--- src/rtl/cpu_oam_dma.sv ---
// OAM DMA engine between the 6502 core and the system bus. A core write to the
// DMA register stalls the core and copies one 256-byte page into OAMDATA.
module cpu_oam_dma #(
    parameter logic [15:0] DMA_REG_ADDR = 16'h4014,
    parameter logic [15:0] OAMDATA_ADDR = 16'h2004
) (
    input  logic        clock,
    input  logic        reset_n,
    input  logic [15:0] cpu_addr,
    input  logic        cpu_mem_r_en,
    input  logic [7:0]  cpu_w_data,
    output logic        cpu_stall,
    output logic [15:0] bus_addr,
    output logic        bus_mem_r_en,
    output logic [7:0]  bus_w_data,
    input  logic [7:0]  bus_r_data,
    output logic        dma_active
);

    typedef enum logic [2:0] {
        IDLE  = 3'd0,
        HALT  = 3'd1,
        ALIGN = 3'd2,
        READ  = 3'd3,
        WRITE = 3'd4
    } state_t;

    state_t      state_r;
    logic [7:0]  page_r;
    logic [7:0]  idx_r;
    logic [7:0]  data_buf_r;
    logic        parity_r;
    logic        trigger_s;

    // A write (not a read) of the DMA register while idle starts a transfer.
    always_comb begin
        trigger_s = 1'b0;
        if ((cpu_addr == DMA_REG_ADDR) && (cpu_mem_r_en == 1'b0)) begin
            trigger_s = 1'b1;
        end else begin
            trigger_s = 1'b0;
        end
    end

    // Transfer sequencer; parity tracks the CPU get/put cycle so READ lands on even cycles.
    always_ff @(posedge clock or negedge reset_n) begin
        if (!reset_n) begin
            state_r    <= IDLE;
            page_r     <= 8'h00;
            idx_r      <= 8'h00;
            data_buf_r <= 8'h00;
            parity_r   <= 1'b0;
        end else begin
            parity_r <= ~parity_r;
            case (state_r)
                IDLE: begin
                    if (trigger_s) begin
                        page_r  <= cpu_w_data;
                        idx_r   <= 8'h00;
                        state_r <= HALT;
                    end
                end
                HALT: begin
                    state_r <= parity_r ? READ : ALIGN;
                end
                ALIGN: begin
                    state_r <= READ;
                end
                READ: begin
                    data_buf_r <= bus_r_data;
                    state_r    <= WRITE;
                end
                WRITE: begin
                    if (idx_r == 8'hFF) begin
                        idx_r   <= 8'h00;
                        state_r <= IDLE;
                    end else begin
                        idx_r   <= idx_r + 8'd1;
                        state_r <= READ;
                    end
                end
                default: begin
                    state_r <= IDLE;
                end
            endcase
        end
    end

    // Bus ownership mux: the core owns the bus only while idle.
    always_comb begin
        cpu_stall    = 1'b1;
        dma_active   = 1'b1;
        bus_addr     = {page_r, 8'h00};
        bus_mem_r_en = 1'b1;
        bus_w_data   = data_buf_r;
        case (state_r)
            IDLE: begin
                cpu_stall    = 1'b0;
                dma_active   = 1'b0;
                bus_addr     = cpu_addr;
                bus_mem_r_en = cpu_mem_r_en;
                bus_w_data   = cpu_w_data;
            end
            HALT, ALIGN: begin
                bus_addr     = {page_r, 8'h00};
                bus_mem_r_en = 1'b1;
            end
            READ: begin
                bus_addr     = {page_r, idx_r};
                bus_mem_r_en = 1'b1;
            end
            WRITE: begin
                bus_addr     = OAMDATA_ADDR;
                bus_mem_r_en = 1'b0;
            end
            default: begin
                bus_addr     = {page_r, 8'h00};
                bus_mem_r_en = 1'b1;
            end
        endcase
    end

endmodule

--- config.mk ---
export PLATFORM = sky130hd
export DESIGN_NAME = cpu_oam_dma
export DESIGN_NICKNAME = d
export VERILOG_FILES = /design/src/rtl/cpu_oam_dma.sv
export SDC_FILE = /design/constraint.sdc
export NUM_CORES = 1
export LEC_CHECK = 0
export CAP_MARGIN = 20
export CORE_UTILIZATION = 39
export DETAILED_ROUTE_END_ITERATION = 10
export MAX_ROUTING_LAYER = met4
export PLACE_DENSITY = 0.76
export SYNTH_ARGS = -nofsm -noshare
export SYNTH_HDL_FRONTEND = slang
export SYNTH_SLANG_ARGS = --single-unit
--- constraint.sdc ---
create_clock -name clock -period 1.89 [get_ports clock]
set_input_delay 0.378 -clock clock [delete_from_list [all_inputs] [get_ports clock]]
set_output_delay 0.378 -clock clock [all_outputs]
set_load 0.05 [all_outputs]
==> run metrics, run 1 <==
Pleak 1.33 nW; Syn. warnings 0; initial antenna violation count 0; Post-synth EDFFs 0; Post-Syn Nets 185; Slew @ Worst Pin 481 ps; critical path launch point type flop; Die Area 0.00424 mm²; unrepaired setup endpoints after global routing yes; number of diodes 0; # port buffers 61; Final Max Tran Viols 0; Reg2Reg Setup Slack 40 ps; Commonest cells post-synth dfrtp_1 (28), nand2_1 (28), mux2_2 (17); largest net degree at the start of global routing 29; setup ws final -107 ps; Clock transition at path regs 90 ps; Setup Viol. Count Final 24; CP Depth 5; FILL cells 254; Int Power 0.00261 W; vias per inst 5.69; Post-DRT Antenna Nets 0; failing checks setup timing; Clk network pwr share 6.6%; Setup CP Type reg2out; Initial DRC Count 59; hold crit path type reg2reg; largest family of logic cells by synthesized area simple AND/OR/NAND/NOR gates; hold path cells 1; Num CTS Buffers 3; Yosys top cell area share 45.1%; type of element capturing the critical path output pin; nets 264; synth unique cells 41; CTS tree built; register area share after synthesis 45.1%; Top FF cell, synth dfrtp_1; WP data arrival 1620 ps; worst hold margin 445 ps; GP Congestion 0.843; final setup skew 4.16 ps; CTS Buffer Depth 2; Combinational Power Share 75.3%; Synth Area in XOR/XNOR 0.563%; sum of negative setup slack -1650 ps; max_cap viols 0; Synth Area in Adders 0.805%; Wirelength per Cell 20.3 µm; crit path max-delay cell type dfrtp_1; worst-skew pair later-pin latency 270 ps; slew margin rel. 67.9%; mux share of post-synthesis cell area 12.3%; CTS H-tree lvls 1; Post-Synth Simple-Gate Area 20.9%; fin area 0.00282 mm²; Hold-fix buffers, CTS 0; IO Count 62; Initial Util 41.5%; Bufs and invs on worst path 2; layout overhead on the synthesized area 81.2%; dominant cell type by area after synthesis dfrtp_1; post-synthesis cell area 0.00156 mm²; Synth Area in Compound Gates 17.3%; critical path fanouts, max 5; row count 22; cell count after synthesis 149; die extent in x 65.2 µm; Chip Height 65.2 µm; Final min period 2000 ps; Data required, critical path 1510 ps; vias in the first global route 1572; sw frac 48.3%; final HPWL from detailed placement 3.45 mm; core area 0.00374 mm²; Fmax 501 MHz; crit path cell chain or2_4 -> nor2_8 -> buf_6 -> a22o_2 -> buf_12; status complete, but fails checks; worst stage delay on the critical path 420 ps; post-synthesis async set-or-reset flop share 100%; Net Switching 0.00243 W; clk sink count 28; DR vias 1565; Post-DP Area 0.00247 mm²; first-pass GRT wire length 7.67 mm; Reg power frac 18.1%; final period utilization 106%; reg2reg path depth 6; final WL 5.58 mm; peak supply drop 1.09 mV; GRT Residual Overflow 0; P per Cell Area 1790 mW/mm²; gr usage total 24.8%; Final Instance Count excl. Fillers 275; Power Total 0.00504 W; Final Hold Fails 0; placed cell count 263; layout cells sized above 1 52.9%; Area contributors post-synth dfrtp_1 (45%), mux2_2 (12%), a22o_1 (8.4%); root buffer cell clkbuf_8; DRC Markers 0; First-pass DRT Iterations 6; FF+latch count, synth 28; CP top delay family simple AND/OR/NAND/NOR gates; synthesized area per cell 10.4 µm²
## worst reg2reg max path, delay by kind of cell, from the launching register on
kind | cells | cell delay [ps]
mux | 1 | 370
buf+inv | 2 | 260
simple gates | 3 | 690
flops | 1 | 420
## metrics by stage
stage | setup slack [ps] | utilization (%)
after floorplan | -27.7 | -
after global placement | -366 | 66.1
after detailed placement | -438 | 66.1
after CTS | -99.0 | 71.2
after global routing | -142 | 75.3
final | -107 | 75.3
## cell families after synthesis
family          Yosys count
compound gates           34
xor+xnor                  1
fa+ha+maj                 1
buf+inv                  10
flops                    28
mux                      17
simple gates             58
## layer usage
metal | track usage, % | part of all wire [%] | vias to the layer above
li1 | - | - | 707
met1 | 29.2 | 38 | 773
met2 | 43.8 | 53 | 62
met3 | 2.60 | 4.7 | 23
met4 | 9.24 | 3.7 | 0
met5 | - | 0 | -
## what timing repair did
action                     4_1_cts  5_1_grt
gates resized for setup         41       25
gates cloned                     1        1
pin swaps                       13        9
setup endpoints to repair       40       36
setup buffers                    2        4
## cells in the final DEF, fill, tap and decap left out, types with 2 or more instances in the layout
| master | n |
|---|---|
| nand2_1 | 12 |
| dlygate4sd2_1 | 10 |
| inv_1 | 2 |
| a21oi_1 | 2 |
| a22o_2 | 3 |
| and3_2 | 4 |
| clkbuf_8 | 3 |
| a22o_4 | 11 |
| and3_1 | 3 |
| nor2_1 | 2 |
| o21ai_0 | 6 |
| dfrtp_1 | 27 |
| buf_8 | 8 |
| mux2_2 | 17 |
| buf_4 | 15 |
| and2_4 | 2 |
| clkdlybuf4s50_1 | 24 |
| buf_12 | 17 |
| nand2_2 | 15 |
| nor3b_1 | 2 |
| buf_6 | 6 |
| nand3_1 | 4 |
## layout make-up
type                    instances  area, µm²  area share, %
clock buffers                   4       45.0           1.60
inverters                       3       16.3          0.577
multi-input cells             112       1030           36.4
flip-flops and latches         28        702           24.9
well taps                      48       60.1           2.13
repair buffers                 80        968           34.4
## flip-flops by register name (all words and copies together) (netlist names)
name / cells
data_buf_r: 8
state_r: 3
idx_r: 8
page_r: 8
parity_r: 1
## power groups by stage
stage	Clock [W]	Combinational (W)	Sequential, W
after floorplan	0	0.00199	0.000891
after global placement	0	0.00313	0.000890
after detailed placement	0	0.00317	0.000905
after CTS	0.000336	0.00351	0.000901
after global routing	0.000361	0.00391	0.000929
final	0.000330	0.00379	0.000913
## final timing paths
path	start	endpoint
worst min register to register	parity_r	parity_r
worst max register to register	state_r[0]	page_r[4]
worst min-delay path	parity_r	parity_r
max in group asynchronous	reset_n	state_r[2]
min in group asynchronous	reset_n	data_buf_r[2]
worst max-delay path	state_r[0]	bus_addr[0]
Note: power is estimated with default switching activity, not from simulation.
==> run 2, diff against run 1 <==
--- a/config.mk
+++ b/config.mk
@@ -9,7 +9,7 @@
 export CORE_UTILIZATION = 39
 export DETAILED_ROUTE_END_ITERATION = 10
 export MAX_ROUTING_LAYER = met4
-export PLACE_DENSITY = 0.76
+export PLACE_DENSITY = 0.8
 export SYNTH_ARGS = -nofsm -noshare
 export SYNTH_HDL_FRONTEND = slang
 export SYNTH_SLANG_ARGS = --single-unit
==> run metrics, run 2 (synthesis gave the netlist of run 1 again) <==
status complete, but fails checks; first-pass GRT wire length 7.66 mm (about the same); vias per inst 5.58 (-2.0%); GP Congestion 0.914 (+8.5%); hold crit path type reg2reg; CTS H-tree lvls 1 (unchanged); Chip Height 65.2 µm (unchanged); DRC Markers 0 (unchanged); hold_sp parity_r; worst-skew pair later-pin latency 280 ps (about the same); Setup Viol. Count Final 23 (-4.2%); failing checks setup timing; worst slack at placement -468 ps (-29.3 ps); Hold Path End parity_r; Reg2Reg Capture Point idx_r[5]; DR vias 1550 (-0.96%); layout overhead on the synthesized area 76.6%; Post-DRT Antenna Nets 0 (unchanged); Core Util, Final 73.4% (-1.9 points); Pleak 1.28 nW (-3.5%); crit path max-delay cell type dfrtp_1; Setup CP Type reg2out; initial antenna violation count 0 (unchanged); critical path launch point type flop; worst stage delay on the critical path 410 ps (about the same); critical path fanouts, max 12 (+7); largest net degree at the start of global routing 29 (unchanged); hold path cells 1 (unchanged); vias in the first global route 1616 (+2.8%); Fmax 506 MHz (+0.96%); Final min period 1980 ps (-19.0 ps); worst hold margin 425 ps (-20.9 ps); Bufs and invs on worst path 2 (unchanged); number of diodes 0 (unchanged); FILL cells 260 (+2.4%); IO Count 62 (unchanged); unrepaired setup endpoints after global routing yes; nets 267 (+1.1%); Final Hold Fails 0 (unchanged); final period utilization 105% (-1.0 points); gr usage total 24.5% (-0.28 points); CTS Buffer Depth 2 (unchanged); layout cells sized above 1 51.3% (-1.6 points); P per Cell Area 1770 mW/mm² (-0.85%); clk sink count 28 (unchanged); Initial DRC Count 107 (+81%); type of element capturing the critical path output pin; WP data arrival 1600 ps (-20 ps); Top Registers data_buf_r (8), idx_r (8), page_r (8); core area 0.00374 mm² (unchanged); Data required, critical path 1510 ps (about the same); slew margin rel. 71.3% (+3.4 points); First-pass DRT Iterations 4 (-2); Final Max Tran Viols 0 (unchanged); # port buffers 61 (unchanged); row count 22 (unchanged); most frequent cells in the layout dfrtp_1 (27), clkdlybuf4s50_1 (26), buf_4 (23), nand2_1 (18), buf_12 (16); final setup skew 5.56 ps (+1.40 ps); placed cell count 270 (+2.7%); max_cap viols 0 (unchanged); Initial Util 41.5% (unchanged); CTS tree built; final WL 4.85 mm (-13%); Num CTS Buffers 3 (unchanged); die extent in x 65.2 µm (unchanged); Clock transition at path regs 90 ps (about the same); reg2reg path depth 5 (-1); Reg2Reg Setup Slack 100 ps (+60 ps); reg2reg start state_r[0]; Die Area 0.00424 mm² (unchanged); Wirelength per Cell 17.5 µm (-14%); GRT Residual Overflow 0 (unchanged); crit path cell chain or2_4 -> nor2_8 -> inv_4 -> o22a_4 -> buf_4; Hold-fix buffers, CTS 0 (unchanged); most common cell after layout, fill and taps aside dfrtp_1; Final Instance Count excl. Fillers 278 (+1.1%); setup ws final -87.7 ps (+19.0 ps); peak supply drop 1.52 mV (+40%); Slew @ Worst Pin 430 ps (-51.3 ps); root buffer cell clkbuf_8; CP top delay family simple AND/OR/NAND/NOR gates; final HPWL from detailed placement 3.44 mm (-0.42%)
==> run 2: cell count changes in the layout (fill, tap and decap cells not counted), moves of 5 or more <==
cell           previous run  this run
a22o_2                    3        14
a22o_4                   11         0
buf_4                    15        23
dlygate4sd2_1            10         4
nand2_1                  12        18
mux2_2                   17        12
mux2_4                    0         5
nand2_2                  15        10
==> run 2: power by group <==
group          total, W  internal [W]  switching, W
sequential     0.000895      0.000759      0.000136
combinational   0.00349       0.00153       0.00197
clock          0.000479      0.000284      0.000195
total           0.00487       0.00257       0.00230
==> run 2: how the worst max path moves through the flow <==
stage,cells past startpoint,slack (ps),from,endpoint
after detailed placement,5,-470,cpu_addr[3],idx_r[7]
after CTS,5,-80,state_r[0],bus_addr[13]
after global placement,5,-360,cpu_addr[7],idx_r[7]
after global routing,5,-140,state_r[0],bus_addr[0]
final,5,-90,state_r[0],bus_addr[13]
after floorplan,5,-30,state_r[1],bus_addr[4]
==> run 2: timing repair <==
item,in CTS,in global routing
setup buffers,3,1
setup endpoints to repair,39,37
pin swaps,6,5
endpoints found under the hold margin,0,0
resized for setup,31,13
==> run 2: through the flow <==
stage | area, µm² | TNS, ps | total power [W]
after floorplan | 1610 | -275 | 0.00288
after global placement | 2510 | -4480 | 0.00401
after detailed placement | 2510 | -5810 | 0.00407
after CTS | 2700 | -1290 | 0.00481
after global routing | 2750 | -2910 | 0.00506
final | 2750 | -1600 | 0.00487
==> run 2: final cells by class <==
| type | count | area [µm²] | share of cell area, % |
|---|---|---|---|
| sequential | 28 | 702 | 25.6 |
| clock inverter | 1 | 30.0 | 1.09 |
| multi-input combinational | 111 | 926 | 33.7 |
| timing repair buffer | 84 | 973 | 35.4 |
| inverter | 3 | 13.8 | 0.501 |
| clock buffer | 3 | 41.3 | 1.50 |
| tap | 48 | 60.1 | 2.19 |
==> run 2: per-layer routing <==
layer  vias to the layer above  wire length (µm)  GRT usage, %
met5                         -                 0             -
met4                         0                69          8.15
met3                         6               341          3.65
met2                        82              2520          42.8
met1                       754              1920          29.0
li1                        708                 -             -
==> run 3, diff against run 2 <==
--- a/config.mk
+++ b/config.mk
@@ -10,6 +10,7 @@
 export DETAILED_ROUTE_END_ITERATION = 10
 export MAX_ROUTING_LAYER = met4
 export PLACE_DENSITY = 0.8
+export SETUP_SLACK_MARGIN = 0.02
 export SYNTH_ARGS = -nofsm -noshare
 export SYNTH_HDL_FRONTEND = slang
 export SYNTH_SLANG_ARGS = --single-unit
==> run metrics, run 3 (synthesis gave the netlist of run 1 again) <==
critical path launch point type flop; Fmax 504 MHz (-0.29%); CTS tree built; placed cell count 270 (unchanged); Pleak 1.30 nW (+1.6%); Setup CP Type reg2out; GP Congestion 0.914 (unchanged); die extent in x 65.2 µm (unchanged); reg2reg path depth 5 (unchanged); Power Total 0.00489 W (+0.55%); Clk network pwr share 9.8% (about the same); first-pass GRT wire length 7.83 mm (+2.2%); Die Area 0.00424 mm² (unchanged); Chip Height 65.2 µm (unchanged); Final Instance Count excl. Fillers 280 (+0.72%); Data required, critical path 1510 ps (about the same); row count 22 (unchanged); Initial DRC Count 85 (-21%); layout cells sized above 1 53.4% (+2.1 points); CTS Buffer Depth 2 (unchanged); sum of negative setup slack -1750 ps (-150 ps); peak supply drop 1.54 mV (+0.99%); status complete, but fails checks; final WL 4.88 mm (+0.66%); most common cell after layout, fill and taps aside dfrtp_1; Net Switching 0.00231 W (+0.71%); final setup skew 2.70 ps (-2.86 ps); final period utilization 105% (+0.30 points); number of diodes 0 (unchanged); Setup Viol. Count Final 23 (unchanged); layout overhead on the synthesized area 77.5%; CTS H-tree lvls 1 (unchanged); Clock transition at path regs 100 ps (about the same); final HPWL from detailed placement 3.44 mm (unchanged); Final min period 1980 ps (+5.73 ps); Core Util, Final 73.7% (+0.37 points); most frequent cells in the layout dfrtp_1 (27), clkdlybuf4s50_1 (24), buf_4 (24), nand2_1 (17), buf_12 (16); GRT Residual Overflow 0 (unchanged); critical path fanouts, max 12 (unchanged); First-pass DRT Iterations 4 (unchanged); largest net degree at the start of global routing 29 (unchanged); Final Hold Fails 0 (unchanged); setup ws final -93.5 ps (-5.73 ps); Reg power frac 18.4% (about the same); Post-DRT Antenna Nets 0 (unchanged); Final Max Tran Viols 0 (unchanged); Hold-fix buffers, CTS 0 (unchanged); type of element capturing the critical path output pin; WP data arrival 1610 ps (about the same); Int Power 0.00258 W (+0.40%); root buffer cell clkbuf_8; max_cap viols 0 (unchanged); unrepaired setup endpoints after global routing yes; vias per inst 5.50 (-1.4%); core area 0.00374 mm² (unchanged); # port buffers 61 (unchanged); nets 269 (+0.75%); Slew @ Worst Pin 377 ps (-53.1 ps); initial antenna violation count 0 (unchanged); Combinational Power Share 71.8% (about the same); IO Count 62 (unchanged); P per Cell Area 1770 mW/mm² (about the same); gr usage total 25.2% (+0.63 points); DR vias 1540 (-0.65%); clk sink count 28 (unchanged); worst-skew pair later-pin latency 280 ps (about the same); Top Registers data_buf_r (8), idx_r (8), page_r (8); Post-DP Area 0.00251 mm² (unchanged); hold path cells 1 (unchanged); DRC Markers 0 (unchanged); fin area 0.00276 mm² (+0.50%); failing checks setup timing; hold crit path type reg2reg; Wirelength per Cell 17.4 µm (about the same); slew margin rel. 74.8% (+3.5 points); vias in the first global route 1653 (+2.3%); Num CTS Buffers 3 (unchanged); sw frac 47.3% (+0.079 points); Initial Util 41.5% (unchanged)
==> run 3: worst paths after layout <==
kind / start / end / slack, ps
max: state_r[0] / bus_addr[13] / -90
min: parity_r / parity_r / 430
max reg2reg: state_r[0] / idx_r[5] / 110
min reg2reg: parity_r / parity_r / 430
max in group asynchronous: reset_n / state_r[2] / 1120
min in group asynchronous: reset_n / idx_r[4] / 470
==> run 3: metrics by stage <==
stage / setup WS, ps / hold slack, ps
after floorplan: -27.7 / 82.4
after global placement: -357 / 414
after detailed placement: -468 / 416
after CTS: -79.9 / 430
after global routing: -140 / 460
final: -93.5 / 426
==> run 3: power by group through the flow <==
| stage | sequential [W] | combinational [W] | clock (W) |
|---|---|---|---|
| 6_report | 0.000900 | 0.00351 | 0.000478 |
| 5_1_grt | 0.000924 | 0.00367 | 0.000501 |
| 4_1_cts | 0.000892 | 0.00346 | 0.000482 |
| 3_5_place_dp | 0.000904 | 0.00317 | 0 |
| 3_3_place_gp | 0.000891 | 0.00312 | 0 |
| 2_1_floorplan | 0.000891 | 0.00199 | 0 |
==> run 3: area by class of cell <==
cell class	count	area, µm²
sequential	28	702
clock buffer	3	41.3
clock inverter	1	30.0
fill	256	983
multi-input combinational	112	943
inverter	3	13.8
timing repair buffer	85	970
tap	48	60.1
==> run 3: what timing repair did <==
item	in CTS	in global routing
gates cloned	0	1
setup endpoints to repair	39	38
buffers inserted	4	1
endpoints found under the hold margin	0	0
pin swaps	7	7
gates resized for setup	35	18
==> run 3: routing by layer <==
layer | up-vias | wire (µm) | global-route usage [%]
met1 | 760 | 1970 | 29.6
met5 | - | 0 | -
met3 | 6 | 265 | 3.47
met2 | 60 | 2580 | 44.9
met4 | 0 | 61 | 7.07
li1 | 714 | - | -
==> run 3: critical path: stages, from the launching register on <==
cell and delay [ps]:
dfrtp_1 420, or2_4 270, nor2_8 140, inv_4 100, o22a_4 210, buf_4 180
